File: src/rtl/systolic_pkg.sv
// Shared constants and FSM encoding for the systolic operand feeder and mesh top.
package systolic_pkg;

  localparam int unsigned W_DEFAULT = 8;
  localparam int unsigned ACC_W     = 16;
  localparam int unsigned K_MAX     = 255;
  localparam int unsigned K_W       = $clog2(K_MAX + 1);

  typedef enum logic [1:0] {
    StIdle,
    StClear,
    StFeed,
    StFlush
  } state_e;

endpackage

File: src/rtl/systolic_feeder_if.sv
// Run-control and A/B vector handshake between a producer and the systolic feeder.
interface systolic_feeder_if #(
  parameter int unsigned N = 4,
  parameter int unsigned W = systolic_pkg::W_DEFAULT
);
  import systolic_pkg::*;

  logic             start;
  logic [K_W-1:0]   k_len;
  logic             in_valid;
  logic             in_ready;
  logic [N*W-1:0]   a_vec;
  logic [N*W-1:0]   b_vec;

  modport master (
    output start, k_len, in_valid, a_vec, b_vec,
    input  in_ready
  );

  modport slave (
    input  start, k_len, in_valid, a_vec, b_vec,
    output in_ready
  );

endinterface

File: src/rtl/skew_line.sv
// Zero-reset delay line of DEPTH stages; provides one lane of the mesh-edge skew.
module skew_line #(
  parameter int unsigned DEPTH = 1,
  parameter int unsigned W     = 8
) (
  input  logic         clk,
  input  logic         rst,
  input  logic [W-1:0] din,
  output logic [W-1:0] dout
);

  logic [W-1:0] stage_q [DEPTH];

  always_ff @(posedge clk or posedge rst) begin
    if (rst) begin
      for (int s = 0; s < DEPTH; s++) stage_q[s] <= '0;
    end else begin
      stage_q[0] <= din;
      for (int s = 1; s < DEPTH; s++) stage_q[s] <= stage_q[s-1];
    end
  end

  assign dout = stage_q[DEPTH-1];

endmodule

File: src/rtl/systolic_feeder.sv
// Operand injector for the NxN output-stationary mesh: clears, skews K vector pairs onto
// the west/north edges, waits for the wavefront to drain and pulses done.
module systolic_feeder
  import systolic_pkg::*;
#(
  parameter int unsigned N = 4,
  parameter int unsigned W = W_DEFAULT
) (
  input  logic           clk,
  input  logic           rst,
  systolic_feeder_if.slave bus,
  output logic [N*W-1:0] left_out,
  output logic [N*W-1:0] up_out,
  output logic           arr_clr,
  output logic           busy,
  output logic           done
);

  localparam int unsigned FlushW = $clog2(2 * N);
  // Last PE sees its final pair 2N-1 cycles after the last transfer.
  localparam logic [FlushW-1:0] FlushLast = FlushW'(2 * N - 2);

  state_e              state_q;
  logic [K_W-1:0]      k_q;
  logic [K_W-1:0]      xfer_cnt_q;
  logic [FlushW-1:0]   flush_cnt_q;
  logic                arr_clr_q;
  logic                done_q;
  logic                xfer;

  assign bus.in_ready = (state_q == StFeed);
  assign busy         = (state_q != StIdle);
  assign arr_clr      = arr_clr_q;
  assign done         = done_q;
  assign xfer         = bus.in_valid && (state_q == StFeed);

  always_ff @(posedge clk or posedge rst) begin
    if (rst) begin
      state_q     <= StIdle;
      k_q         <= '0;
      xfer_cnt_q  <= '0;
      flush_cnt_q <= '0;
      arr_clr_q   <= 1'b0;
      done_q      <= 1'b0;
    end else begin
      arr_clr_q <= 1'b0;
      done_q    <= 1'b0;
      unique case (state_q)
        StIdle: begin
          if (bus.start) begin
            k_q        <= bus.k_len;
            xfer_cnt_q <= '0;
            arr_clr_q  <= 1'b1;
            state_q    <= StClear;
          end
        end
        StClear: begin
          flush_cnt_q <= '0;
          state_q     <= (k_q == '0) ? StFlush : StFeed;
        end
        StFeed: begin
          if (xfer) begin
            xfer_cnt_q <= xfer_cnt_q + 1'b1;
            if (xfer_cnt_q == k_q - 1'b1) begin
              flush_cnt_q <= '0;
              state_q     <= StFlush;
            end
          end
        end
        StFlush: begin
          if (flush_cnt_q == FlushLast) begin
            done_q  <= 1'b1;
            state_q <= StIdle;
          end else begin
            flush_cnt_q <= flush_cnt_q + 1'b1;
          end
        end
        default: state_q <= StIdle;
      endcase
    end
  end

  // Non-transfer cycles inject zero pairs so idle edges never disturb the accumulators.
  for (genvar i = 0; i < N; i++) begin : g_lane
    logic [W-1:0] a_in;
    logic [W-1:0] b_in;

    assign a_in = xfer ? bus.a_vec[i*W +: W] : '0;
    assign b_in = xfer ? bus.b_vec[i*W +: W] : '0;

    skew_line #(
      .DEPTH (i + 1),
      .W     (W)
    ) u_skew_a (
      .clk  (clk),
      .rst  (rst),
      .din  (a_in),
      .dout (left_out[i*W +: W])
    );

    skew_line #(
      .DEPTH (i + 1),
      .W     (W)
    ) u_skew_b (
      .clk  (clk),
      .rst  (rst),
      .din  (b_in),
      .dout (up_out[i*W +: W])
    );
  end

endmodule
File: src/flat_wrapper.sv
// flat-port wrapper written by rule: the top's interface ports become plain ports
module systolic_feeder_flat import systolic_pkg::*;
#(
  parameter int unsigned N = 4,
  parameter int unsigned W = W_DEFAULT
)
  (clk, rst, left_out, up_out, arr_clr, busy, done, bus_start, bus_k_len, bus_in_valid, bus_a_vec, bus_b_vec, bus_in_ready);
  systolic_feeder_if #(.N(N), .W(W)) bus_i ();
  input  logic clk;
  input  logic rst;
  output logic [N*W-1:0] left_out;
  output logic [N*W-1:0] up_out;
  output logic arr_clr;
  output logic busy;
  output logic done;
  input wire logic [$bits(bus_i.start)-1:0] bus_start;
  input wire logic [$bits(bus_i.k_len)-1:0] bus_k_len;
  input wire logic [$bits(bus_i.in_valid)-1:0] bus_in_valid;
  input wire logic [$bits(bus_i.a_vec)-1:0] bus_a_vec;
  input wire logic [$bits(bus_i.b_vec)-1:0] bus_b_vec;
  output wire logic [$bits(bus_i.in_ready)-1:0] bus_in_ready;
  assign bus_i.start = bus_start;
  assign bus_i.k_len = bus_k_len;
  assign bus_i.in_valid = bus_in_valid;
  assign bus_i.a_vec = bus_a_vec;
  assign bus_i.b_vec = bus_b_vec;
  assign bus_in_ready = bus_i.in_ready;
  systolic_feeder #(.N(N), .W(W)) u_core (.clk(clk), .rst(rst), .bus(bus_i), .left_out(left_out), .up_out(up_out), .arr_clr(arr_clr), .busy(busy), .done(done));
endmodule
File: config.mk
export PLATFORM = sky130hd
export DESIGN_NAME = systolic_feeder_flat
export DESIGN_NICKNAME = d
export VERILOG_FILES = /design/src/rtl/systolic_pkg.sv /design/src/rtl/systolic_feeder_if.sv /design/src/rtl/skew_line.sv /design/src/rtl/systolic_feeder.sv /design/src/flat_wrapper.sv
export SDC_FILE = /design/constraint.sdc
export NUM_CORES = 1
export LEC_CHECK = 0
export ABC_AREA = 0
export CORE_MARGIN = 2
export CORE_UTILIZATION = 40
export CTS_BUF_LIST = sky130_fd_sc_hd__clkbuf_4 sky130_fd_sc_hd__clkbuf_8
export CTS_CLUSTER_DIAMETER = 80
export DETAILED_ROUTE_END_ITERATION = 16
export GPL_ROUTABILITY_DRIVEN = 0
export PLACE_DENSITY = 0.73
export SLEW_MARGIN = 25
export SYNTH_ARGS = -nofsm -noshare
export SYNTH_HDL_FRONTEND = slang
export SYNTH_SLANG_ARGS = --single-unit
File: constraint.sdc
create_clock -name clk -period 14.3 [get_ports clk]
set_input_delay 2.86 -clock clk [delete_from_list [all_inputs] [get_ports clk]]
set_output_delay 2.86 -clock clk [all_outputs]
set_load 0.03 [all_outputs]
==> results.txt, run 1 <==
----------------------------------------------------
[Global route]
  Global router's overall resource usage ... 14.0%
  Largest net degree at the start of global routing ... 112
  Global-route wire length before repair ... 17.6 mm
  Via count of the first global-routing pass ... about 3500
  Global route overflow ... 0
  Antenna violations before repair ... 0

[CTS]
  Cells resized by post-CTS repair ... 0
  Clock Tree Buf Depth ... 2
  Reg clk slew, reported paths ... 0.10 ns
  Total of hold buffers inserted after clock tree synthesis ... 0
  CTS root buffer ... sky130_fd_sc_hd__clkbuf_8
  Number of buffers created by CTS ... 17
  TritonCTS clock tree ... built
  Post-CTS Repair Setup Buffers ... 0
  Latest clock arrival within the worst-skew pair ... 0.45 ns
  H-Tree Level Count ... 4
  Sinks on the clock net ... approximately 180

[Floorplanning]
  Die boundary height ... 129 um
  Starting Density ... 41.0%
  Area of the die ... 16600 um2
  Number of cell rows ... between 40 and 50
  Width of the die ... 129 um
  Core ar. ... 15200 um2
  Number of top-level pins ... 144

[STA]
  Final period util ... between 30% and 40%
  Hold Fails Final Rpt ... 0
  Slew at the pin closest to its max-slew limit ... 0.925 ns
  Unrepaired setup endpoints after global routing ... no
  Final setup TNS ... 0 ns
  Peak clock frequency supported by timing ... about 190 MHz
  Clk_skew ... 0.0150 ns
  Headroom to the max-slew limit ... 38.3%
  Setup Viol. Count Final ... 0
  Max-slew violations ... 0
  Clock period minus worst slack ... 5.30 ns

[Critical path]
  R2r startpoint ... u_core.k_q[0]
  Crit Path Max Fanout ... a little under 80
  Setup Crit Path Kind ... flop to output port
  Type of element launching the critical path ... flop
  Cells traversed along the worst timing path ... inv_1 > ha_4 > clkdlybuf4s50_1
  Master of the slowest instance on the critical path ... sky130_fd_sc_hd__clkdlybuf4s50_1
  Count of cell instances traversed by the critical path ... 3
  RR Endpoint ... u_core.flush_cnt_q[0]
  Delay contributed by the slowest stage of the critical path ... 0.80 ns
  Critical Path AT ... 2.44 ns
  Critical Path RT ... ~11 ns
  CP bufs+invs ... 2
  Largest delay contributor family on the critical path ... buffers and inverters
  Register-to-register setup slack ... 11.62 ns
  R2R depth ... 8
  Endpoint kind of the worst setup timing path ... output port

[Route]
  Via count ... 3369
  Number of search-and-repair iterations in the first detailed-routing pass ... 4
  Average wire per standard cell ... between 15 and 20 um
  Wirelength, routed ... 10.9 mm
  Iteration-0 DRC count of the detailed router ... 120
  Post-route ant nets ... 0
  DRC violation count after routing ... 0
  Routed vias/inst ... 4.65

[Worst hold path]
  Type of the tightest min-delay check ... flop to flop
  Count of cells along the worst hold path ... 0
  Hold Startpoint ... u_core.g_lane[3].u_skew_a.stage_q[24]
  Worst Hold Endpoint ... u_core.g_lane[3].u_skew_a.stage_q[16]

[Synthesis]
  Synthesized-area fraction occupied by xor and xnor cells ... 2.47%
  Post-synthesis cell type with the largest combined area ... sky130_fd_sc_hd__dfrtp_1
  Yosys warnings ... 0
  Top cells by area in the synthesized netlist ... sky130_fd_sc_hd__dfrtp_1 73%, sky130_fd_sc_hd__and3_1 6.8%, sky130_fd_sc_hd__buf_4 5.8%
  Multiplexer area fraction after synthesis ... roughly 1.3%
  Fraction of registers with async set or reset after synthesis ... 100%
  Library cell with the highest instance count after synthesis ... sky130_fd_sc_hd__dfrtp_1
  Adder-cell share of the synthesized area ... 1.61%
  Synthesized net count ... 510
  Yosys top cell area share ... 73.4%
  Top FF cell, synth ... sky130_fd_sc_hd__dfrtp_1
  Instance count of the mapped netlist ... ~430
  Number of flops mapped to enable cells by yosys ... 0
  Count of distinct cell types in the synthesized netlist ... 38
  Mapped Avg Cell Area ... 14.6 um2
  Mapped Area ... 6230 um2
  Main combinational cell family by area after synthesis ... simple AND/OR/NAND/NOR gates
  Leading post-synthesis cells by instance count ... 183 x sky130_fd_sc_hd__dfrtp_1, 68 x sky130_fd_sc_hd__and3_1, 48 x sky130_fd_sc_hd__buf_4, 16 x sky130_fd_sc_hd__clkbuf_1, 12 x sky130_fd_sc_hd__nor2_1
  Basic-gate share of the synthesized area counting and, or, nand and nor cells ... 11.2%
  Synth Register Bits ... approximately 180
  Compound-cell area share of the yosys netlist ... between 2 and 2.5%
  Sequential cell area fraction in the yosys report ... 73.4%

[Placed design]
  Total half-perimeter wirelength after legalization and detailed placement ... 7.28 mm
  IO Port Bufs ... 143

[Run status]
  Run status ... finished, final reports clean

[Final layout]
  Layout cells sized above 1 ... a little under a tenth
  Diodes inserted ... 0
  Number of nets in the finished design ... 607
  Layout area overhead ... 26.4%

[Job]
  Max-capacitance violation count ... 0

[Pwr]
  Pwr Total ... 1.30 mW
  Total power divided by cell area ... 165 nW/um2
  Leak Pwr ... about 4 nW
  Maximum resistive drop on vdd ... 0.164 mV

----------------------------------------------------
-- registers in the layout (all words and copies together) (netlist names) --
| signal | cells |
|---|---|
| u_core.k_q | 8 |
| u_core.g_lane.u_skew_a.stage_q | 48 |
| u_core.arr_clr | 1 |
| u_core.done | 1 |
| u_core.g_lane.u_skew_b.stage_q | 48 |
| u_core.state_q | 2 |
| u_core.flush_cnt_q | 3 |
| u_core.g_lane.u_skew_b.dout | 32 |
| u_core.xfer_cnt_q | 8 |
| u_core.g_lane.u_skew_a.dout | 32 |
-- layer usage --
layer	vias to the layer above	track usage, %	routed length, um
met5	-	0	0
met4	0	4.80	121
met3	11	5.11	637
met2	104	22.0	5400
met1	1697	18.2	4730
li1	1557	-	-
-- power by group --
group / switching [mW] / internal, mW / total (mW)
logic: 0.177 / 0.144 / 0.320
clock network: 0.184 / 0.147 / 0.331
registers: 0.0469 / 0.598 / 0.645
-- cell usage in the layout, fill, tap and decap left out, drive strengths merged, types with 3 or more instances in the layout --
| cell | Yosys | routed |
|---|---|---|
| dfrtp | 183 | 183 |
| clkdlybuf4s50 | 0 | 142 |
| and3 | 68 | 68 |
| clkbuf | 16 | 18 |
| inv | 11 | 18 |
| nor2 | 12 | 12 |
| nand2 | 11 | 11 |
| xor2 | 9 | 9 |
| ha | 8 | 8 |
| nor3 | 7 | 7 |
| mux2 | 7 | 7 |
| xnor2 | 6 | 6 |
| nand4 | 4 | 4 |
| a21oi | 3 | 3 |
| nand3 | 3 | 3 |
| o21ai | 3 | 3 |
| clkinvlp | 0 | 3 |
| clkinv | 0 | 3 |
-- worst reg2reg max path, cell delays in order, from the launching register on --
cell                        delay, ns
sky130_fd_sc_hd__dfrtp_1         0.44
sky130_fd_sc_hd__inv_1           0.10
sky130_fd_sc_hd__ha_1            0.18
sky130_fd_sc_hd__or3b_2          0.51
sky130_fd_sc_hd__xnor2_1         0.15
sky130_fd_sc_hd__nor3_1          0.34
sky130_fd_sc_hd__o311ai_4        0.23
sky130_fd_sc_hd__a2111oi_0       0.51
sky130_fd_sc_hd__or3_1           0.17
-- cell type report --
class / count / area, um2
clock inverters: 14 / 138
well taps: 188 / 235
multi-input cells: 166 / 1200
fillers: 1282 / 7320
clock buffers: 18 / 248
flip-flops and latches: 183 / 4580
repair buffers: 144 / 1430
inverters: 11 / 48.8
-- worst max-delay path by stage --
stage | from | endpoint | slack [ns]
after floorplan | rst | u_core.arr_clr | 6.47
after global placement | u_core.state_q[0] | bus_in_ready | 9.21
after detailed placement | u_core.state_q[0] | bus_in_ready | 9.12
after CTS | u_core.state_q[0] | bus_in_ready | 8.59
after global routing | u_core.state_q[0] | bus_in_ready | 8.84
final | u_core.state_q[0] | bus_in_ready | 9.00
-- metrics by stage --
stage	setup slack [ns]	utilization (%)	hold slack, ns	area, um2	instances
after floorplan	6.47	-	0.331	6230	426
after global placement	9.21	49.2	0.331	7480	692
after detailed placement	9.12	49.2	0.335	7480	692
after CTS	8.59	51.8	0.351	7870	724
after global routing	8.84	51.8	0.362	7880	724
final	9.00	51.8	0.349	7880	724
-- kinds of logic after synthesis --
family / count (synthesis)
DFF: 183
adders and majority gates: 8
and+or+nand+nor: 118
xor gates and xnor gates: 16
muxes: 7
AOI/OAI and AO/OA: 17
buffers and inverters: 77
Power figures use the tool's default switching activity.
==> run 2: changes to the inputs <==
--- a/config.mk
+++ b/config.mk
@@ -12,7 +12,7 @@
 export CTS_CLUSTER_DIAMETER = 80
 export DETAILED_ROUTE_END_ITERATION = 16
 export GPL_ROUTABILITY_DRIVEN = 0
-export PLACE_DENSITY = 0.73
+export PLACE_DENSITY = 0.76
 export SLEW_MARGIN = 25
 export SYNTH_ARGS = -nofsm -noshare
 export SYNTH_HDL_FRONTEND = slang
==> constraint.sdc (replaced) <==
create_clock -name clk -period 4.7 [get_ports clk]
set_input_delay 0.94 -clock clk [delete_from_list [all_inputs] [get_ports clk]]
set_output_delay 0.94 -clock clk [all_outputs]
set_load 0.03 [all_outputs]
==> run 2 against run 1 <==
Hold slack got worse by 0.0014 ns. Utilization increased by 0.18 points. Sequential share of layout area decreased by 0.20 points. Die area unchanged. Design area increased by 0.35%. Clock skew about the same. First-iteration DRC count increased by 38%. Sequential cell count unchanged. Routed wire length increased by 4.7%. Total power increased to 3.1 times the previous value. Sequential power increased to 3.0 times the previous value. Largest cell class unchanged.
==> results.txt, run 2 (synthesis results as in run 1) <==
----------------------------------------------------
[Run status]
  Run status ... finished, final reports clean

[Global route]
  Antenna violations before repair ... 0
  Global-route wire length before repair ... 17.9 mm
  Global route overflow ... 0
  Global router's overall resource usage ... 14.2%
  Via count of the first global-routing pass ... 3478
  Largest net degree at the start of global routing ... about 180

[CTS]
  Reg clk slew, reported paths ... 0.11 ns
  H-Tree Level Count ... 4
  Latest clock arrival within the worst-skew pair ... about 0.45 ns
  Cells resized by post-CTS repair ... 0
  Clock Tree Buf Depth ... 2
  Post-CTS Repair Setup Buffers ... 0
  Number of buffers created by CTS ... 17
  CTS root buffer ... sky130_fd_sc_hd__clkbuf_8
  Sinks on the clock net ... 183
  Total of hold buffers inserted after clock tree synthesis ... 0
  TritonCTS clock tree ... built

[Pwr]
  Maximum resistive drop on vdd ... 0.533 mV
  Leak Pwr ... 3.98 nW
  Total power divided by cell area ... 504 nW/um2

[Route]
  Average wire per standard cell ... about 16 um
  Wirelength, routed ... 11.4 mm
  Post-route ant nets ... 0
  Iteration-0 DRC count of the detailed router ... 166
  Routed vias/inst ... 4.69
  Via count ... 3406
  DRC violation count after routing ... 0
  Number of search-and-repair iterations in the first detailed-routing pass ... 4

[Final layout]
  Number of nets in the finished design ... 609
  Most frequent cells in the layout ... 183 x sky130_fd_sc_hd__dfrtp_1, 142 x sky130_fd_sc_hd__clkdlybuf4s50_1, 68 x sky130_fd_sc_hd__and3_1
  Number of filler instances in the final layout ... between 1000 and 1500
  Non-Filler Instances ... 726
  Most common library cell in the layout ignoring fill and taps ... sky130_fd_sc_hd__dfrtp_1
  Area used by multi-input combinational logic ... 1190 um2
  Layout cells sized above 1 ... 9.48%
  Register Area ... 4580 um2
  Leading registers by flop count ... u_core.g_lane.u_skew_a.stage_q (48), u_core.g_lane.u_skew_b.stage_q (48)
  Diodes inserted ... 0
  Layout area overhead ... 26.8%

[STA]
  Clk_skew ... 0.0152 ns
  Slew at the pin closest to its max-slew limit ... 0.918 ns
  Unrepaired setup endpoints after global routing ... no
  Final period util ... 66.2%
  Final setup TNS ... 0 ns
  Setup Viol. Count Final ... 0
  Headroom to the max-slew limit ... 38.8%
  Clock period minus worst slack ... about 3.1 ns
  Hold Fails Final Rpt ... 0
  Peak clock frequency supported by timing ... 321 MHz
  Max-slew violations ... 0

[Critical path]
  Endpoint kind of the worst setup timing path ... output port
  Crit Path Max Fanout ... 11
  Critical Path RT ... approximately 3.8 ns
  Largest delay contributor family on the critical path ... buffers and inverters
  Type of element launching the critical path ... flop
  Setup Crit Path Kind ... flop to output port
  Master of the slowest instance on the critical path ... sky130_fd_sc_hd__clkdlybuf4s50_1
  Cells traversed along the worst timing path ... inv_1 > ha_1 > inv_1 > clkdlybuf4s50_1
  Critical Path AT ... roughly 2.2 ns
  Critical path launch point ... u_core.state_q[1]
  R2r startpoint ... u_core.k_q[0]
  Cell type with the highest occurrence count on the critical path ... sky130_fd_sc_hd__inv_1
  CP bufs+invs ... 3
  Delay contributed by the slowest stage of the critical path ... 0.63 ns

[Placed design]
  Total half-perimeter wirelength after legalization and detailed placement ... 7.56 mm
  IO Port Bufs ... roughly 140
  Cell Count Post-Placement ... 694

[Floorplanning]
  Number of cell rows ... 45
  Core ar. ... approximately 15000 um2
  Die boundary height ... 129 um
  Width of the die ... 129 um
  Area of the die ... 16600 um2
  Starting Density ... 41.0%
  Number of top-level pins ... 144

[Worst hold path]
  Hold Startpoint ... u_core.g_lane[3].u_skew_a.stage_q[30]
  Type of the tightest min-delay check ... flop to flop

[Job]
  Max-capacitance violation count ... 0

----------------------------------------------------
-- run 2: cell types whose count changed in the layout (fill, tap and decap cells not counted) --
cell	delta
sky130_fd_sc_hd__ha_4	-1
sky130_fd_sc_hd__buf_12	+1
sky130_fd_sc_hd__inv_8	+2
sky130_fd_sc_hd__ha_2	+1
sky130_fd_sc_hd__buf_4	+1
sky130_fd_sc_hd__clkinvlp_4	-1
sky130_fd_sc_hd__clkinv_2	-1
-- run 2: layout make-up --
cell class	count	area share (%)
Multi-Input combinational cell	166	15.0
Clock buffer	18	3.13
Sequential cell	183	57.9
Timing Repair Buffer	146	18.5
Inverter	11	0.570
Tap cell	188	2.98
Clock inverter	14	1.91
-- run 2: where the power goes --
group	switching, mW	internal (mW)
sequential	0.142	1.82
clock	0.584	0.460
combinational	0.547	0.432
-- run 2: path summary, 6_finish.rpt --
check | cells past startpoint | slack (ns) | to
max in group asynchronous | 3 | 2.93 | u_core.g_lane[2].u_skew_b.dout[4]
setup / recovery | 4 | 1.59 | busy
min in group asynchronous | 3 | 1.14 | u_core.g_lane[2].u_skew_a.dout[5]
setup reg to reg | 8 | 2.05 | u_core.flush_cnt_q[0]
hold reg to reg | 0 | 0.35 | u_core.g_lane[3].u_skew_a.stage_q[22]
hold / removal | 0 | 0.35 | u_core.g_lane[3].u_skew_a.stage_q[22]
-- run 2: through the flow --
stage / total power, mW / utilization, % / worst slack [ns] / cell area, um2 / hold slack [ns]
2_1_floorplan: 2.68 / - / 1.41 / 6240 / 0.331
3_3_place_gp: 2.91 / 49.4 / 1.81 / 7510 / 0.331
3_5_place_dp: 2.98 / 49.4 / 1.72 / 7510 / 0.335
4_1_cts: 4.03 / 52.0 / 1.55 / 7910 / 0.351
5_1_grt: 4.20 / 52.0 / 1.46 / 7910 / 0.351
6_report: 3.98 / 52.0 / 1.59 / 7910 / 0.347
-- run 2: layer usage --
| metal | GRT usage, % | share of wire (%) |
|---|---|---|
| met1 | 18.0 | 43 |
| met2 | 23.5 | 51 |
| met3 | 3.28 | 4.4 |
| met4 | 6.20 | 1.8 |
| met5 | 0 | 0 |
==> run 3: changes to the inputs <==
==> constraint.sdc (replaced) <==
create_clock -name clk -period 2.5 [get_ports clk]
set_input_delay 0.5 -clock clk [delete_from_list [all_inputs] [get_ports clk]]
set_output_delay 0.5 -clock clk [all_outputs]
set_load 0.03 [all_outputs]
==> run 3 against run 2 <==
Utilization rose by 1.3 points. The flow now finishes with violations (negative setup slack). Sequential cell count did not move. Setup slack got worse by 1.6 ns. Via count rose by 1.1%. Clock skew fell by 0.0032 ns.
==> results.txt, run 3 (synthesis results as in run 1) <==
----------------------------------------------------
[Placed design]
  Total half-perimeter wirelength after legalization and detailed placement ... 7.81 mm
  Area post-placement ... 7560 um2
  IO Port Bufs ... 143

[STA]
  Peak clock frequency supported by timing ... approximately 400 MHz
  Post-layout worst setup margin ... -0.0409 ns
  Hold Fails Final Rpt ... 0
  Max-slew violations ... 0
  Clk_skew ... between 0.01 and 0.015 ns
  Unrepaired setup endpoints after global routing ... yes
  Headroom to the max-slew limit ... between 60% and 70%
  Setup Viol. Count Final ... 2
  Slew at the pin closest to its max-slew limit ... roughly 0.6 ns
  Clock period minus worst slack ... 2.54 ns
  Final period util ... 102%

[Pwr]
  Sw power ... 2.49 mW
  Total power divided by cell area ... 972 nW/um2
  Combinational fraction of design power ... approximately a quarter
  Internal power ... 5.39 mW
  Sw Ratio ... 31.6%
  Clk pwr share ... 27.8%
  Maximum resistive drop on vdd ... 0.819 mV
  Leak Pwr ... 4.09 nW
  Fraction of power consumed by sequential logic ... 46.8%

[Global route]
  Largest net degree at the start of global routing ... 74
  Global-route wire length before repair ... 18.1 mm
  Antenna violations before repair ... 0
  Global route overflow ... 0
  Global router's overall resource usage ... between 10% and 20%
  Via count of the first global-routing pass ... 3510

[Final layout]
  Most common library cell in the layout ignoring fill and taps ... sky130_fd_sc_hd__dfrtp_1
  Final cell area excluding filler cells ... 8110 um2
  Most frequent cells in the layout ... 183 x sky130_fd_sc_hd__dfrtp_1, 140 x sky130_fd_sc_hd__clkdlybuf4s50_1, 68 x sky130_fd_sc_hd__and3_1
  Number of filler instances in the final layout ... ~1200
  Layout area overhead ... 30.1%
  Number of nets in the finished design ... 620
  Diodes inserted ... 0
  Layout cells sized above 1 ... 12.8%
  End-of-flow core utilization ... 53.3%
  Leading registers by flop count ... u_core.g_lane.u_skew_a.stage_q (48), u_core.g_lane.u_skew_b.stage_q (48)

[Floorplanning]
  Width of the die ... ~130 um
  Starting Density ... 41.0%
  Die boundary height ... 129 um
  Area of the die ... 16600 um2
  Core ar. ... 15200 um2
  Number of cell rows ... 45
  Number of top-level pins ... 144

[Route]
  Wirelength, routed ... 11.6 mm
  Routed vias/inst ... roughly 4.7
  Average wire per standard cell ... 15.7 um
  Via count ... 3443
  Post-route ant nets ... 0
  Number of search-and-repair iterations in the first detailed-routing pass ... 4
  DRC violation count after routing ... 0
  Iteration-0 DRC count of the detailed router ... 204

[Job]
  Max-capacitance violation count ... 0

[Critical path]
  CP bufs+invs ... 0
  Critical Path AT ... 2.87 ns
  Crit Path Max Fanout ... 8
  Setup Crit Path Kind ... flop to flop
  Endpoint kind of the worst setup timing path ... flop
  Delay contributed by the slowest stage of the critical path ... about 0.56 ns
  Cells traversed along the worst timing path ... or4_4 > o21a_4 > o21a_1 > o311ai_4 > a2111oi_1 > or3_1
  Type of element launching the critical path ... flop
  Largest delay contributor family on the critical path ... compound AO/OA/AOI/OAI gates
  Master of the slowest instance on the critical path ... sky130_fd_sc_hd__or4_4
  Critical Path RT ... between 2 and 3 ns

[CTS]
  Clock Tree Buf Depth ... 2
  Number of buffers created by CTS ... 17
  Sinks on the clock net ... 183
  H-Tree Level Count ... 4
  Latest clock arrival within the worst-skew pair ... 0.44 ns
  Reg clk slew, reported paths ... 0.10 ns
  TritonCTS clock tree ... built
  Total of hold buffers inserted after clock tree synthesis ... 0
  CTS root buffer ... sky130_fd_sc_hd__clkbuf_8

[Worst hold path]
  Type of the tightest min-delay check ... flop to flop

[Run status]
  Failing checks ... negative setup slack
  Run status ... complete, but fails checks

----------------------------------------------------
run 3: power groups by stage:
stage	logic (mW)	registers [mW]	clock network [mW]
2_1_floorplan	1.31	3.73	0
3_3_place_gp	1.81	3.70	0
3_5_place_dp	1.88	3.74	0
4_1_cts	1.89	3.68	2.27
5_1_grt	2.16	3.74	2.40
6_report	2.00	3.69	2.19
run 3: worst register-to-register path: cells and delay by family (launching register included):
kind / cells / cell delay (ns)
AND/OR/NAND/NOR: 2 / 0.94
flip-flops: 1 / 0.46
AO/OA/AOI/OAI: 4 / 1.05
run 3: worst paths after layout:
check	from	end	slack, ns	depth (start not counted)
hold / removal	u_core.g_lane[3].u_skew_b.stage_q[10]	u_core.g_lane[3].u_skew_b.dout[2]	0.35	0
setup reg to reg	u_core.k_q[3]	u_core.flush_cnt_q[0]	-0.04	6
hold reg to reg	u_core.g_lane[3].u_skew_b.stage_q[10]	u_core.g_lane[3].u_skew_b.dout[2]	0.35	0
setup / recovery	u_core.k_q[3]	u_core.flush_cnt_q[0]	-0.04	6
max in group asynchronous	rst	u_core.g_lane[2].u_skew_a.dout[7]	1.45	3
min in group asynchronous	rst	u_core.g_lane[3].u_skew_a.dout[5]	0.40	2
run 3: what timing repair did:
| item | CTS | global route |
|---|---|---|
| endpoints found under the setup margin | 4 | 6 |
| resized for setup | 3 | 10 |
| pin swaps | 0 | 2 |
| buffers inserted | 0 | 7 |
| gates cloned | 0 | 0 |
run 3: per-layer routing:
| layer | track usage [%] | part of all wire, % | vias to the layer above |
|---|---|---|---|
| met5 | 0 | 0 | - |
| met4 | 5.88 | 2.0 | 0 |
| met3 | 4.16 | 4.5 | 24 |
| met2 | 23.2 | 50 | 113 |
| met1 | 18.7 | 44 | 1719 |
| li1 | - | - | 1587 |
run 3: per-stage QoR:
| step | setup TNS [ns] | power, mW | setup WS [ns] | hold WS [ns] | cells |
|---|---|---|---|---|---|
| floorplan | -64.15 | 5.03 | -0.351 | 0.331 | 426 |
| global placement | 0 | 5.51 | 0.0702 | 0.331 | 698 |
| detailed placement | -0.364 | 5.62 | -0.165 | 0.335 | 698 |
| CTS | -0.0844 | 7.83 | -0.0339 | 0.354 | 730 |
| global route | -0.293 | 8.30 | -0.0946 | 0.349 | 737 |
| finish | -0.0683 | 7.88 | -0.0409 | 0.351 | 737 |
run 3: final cells by class:
cell class / count / area [um2] / area share [%]
Sequential cell: 183 / 4580 / 56.5
Inverter: 11 / 45.0 / 0.555
Clock inverter: 15 / 225 / 2.78
Timing Repair Buffer: 157 / 1570 / 19.4
Multi-Input combinational cell: 166 / 1220 / 15.0
Clock buffer: 17 / 234 / 2.89
Tap cell: 188 / 235 / 2.90
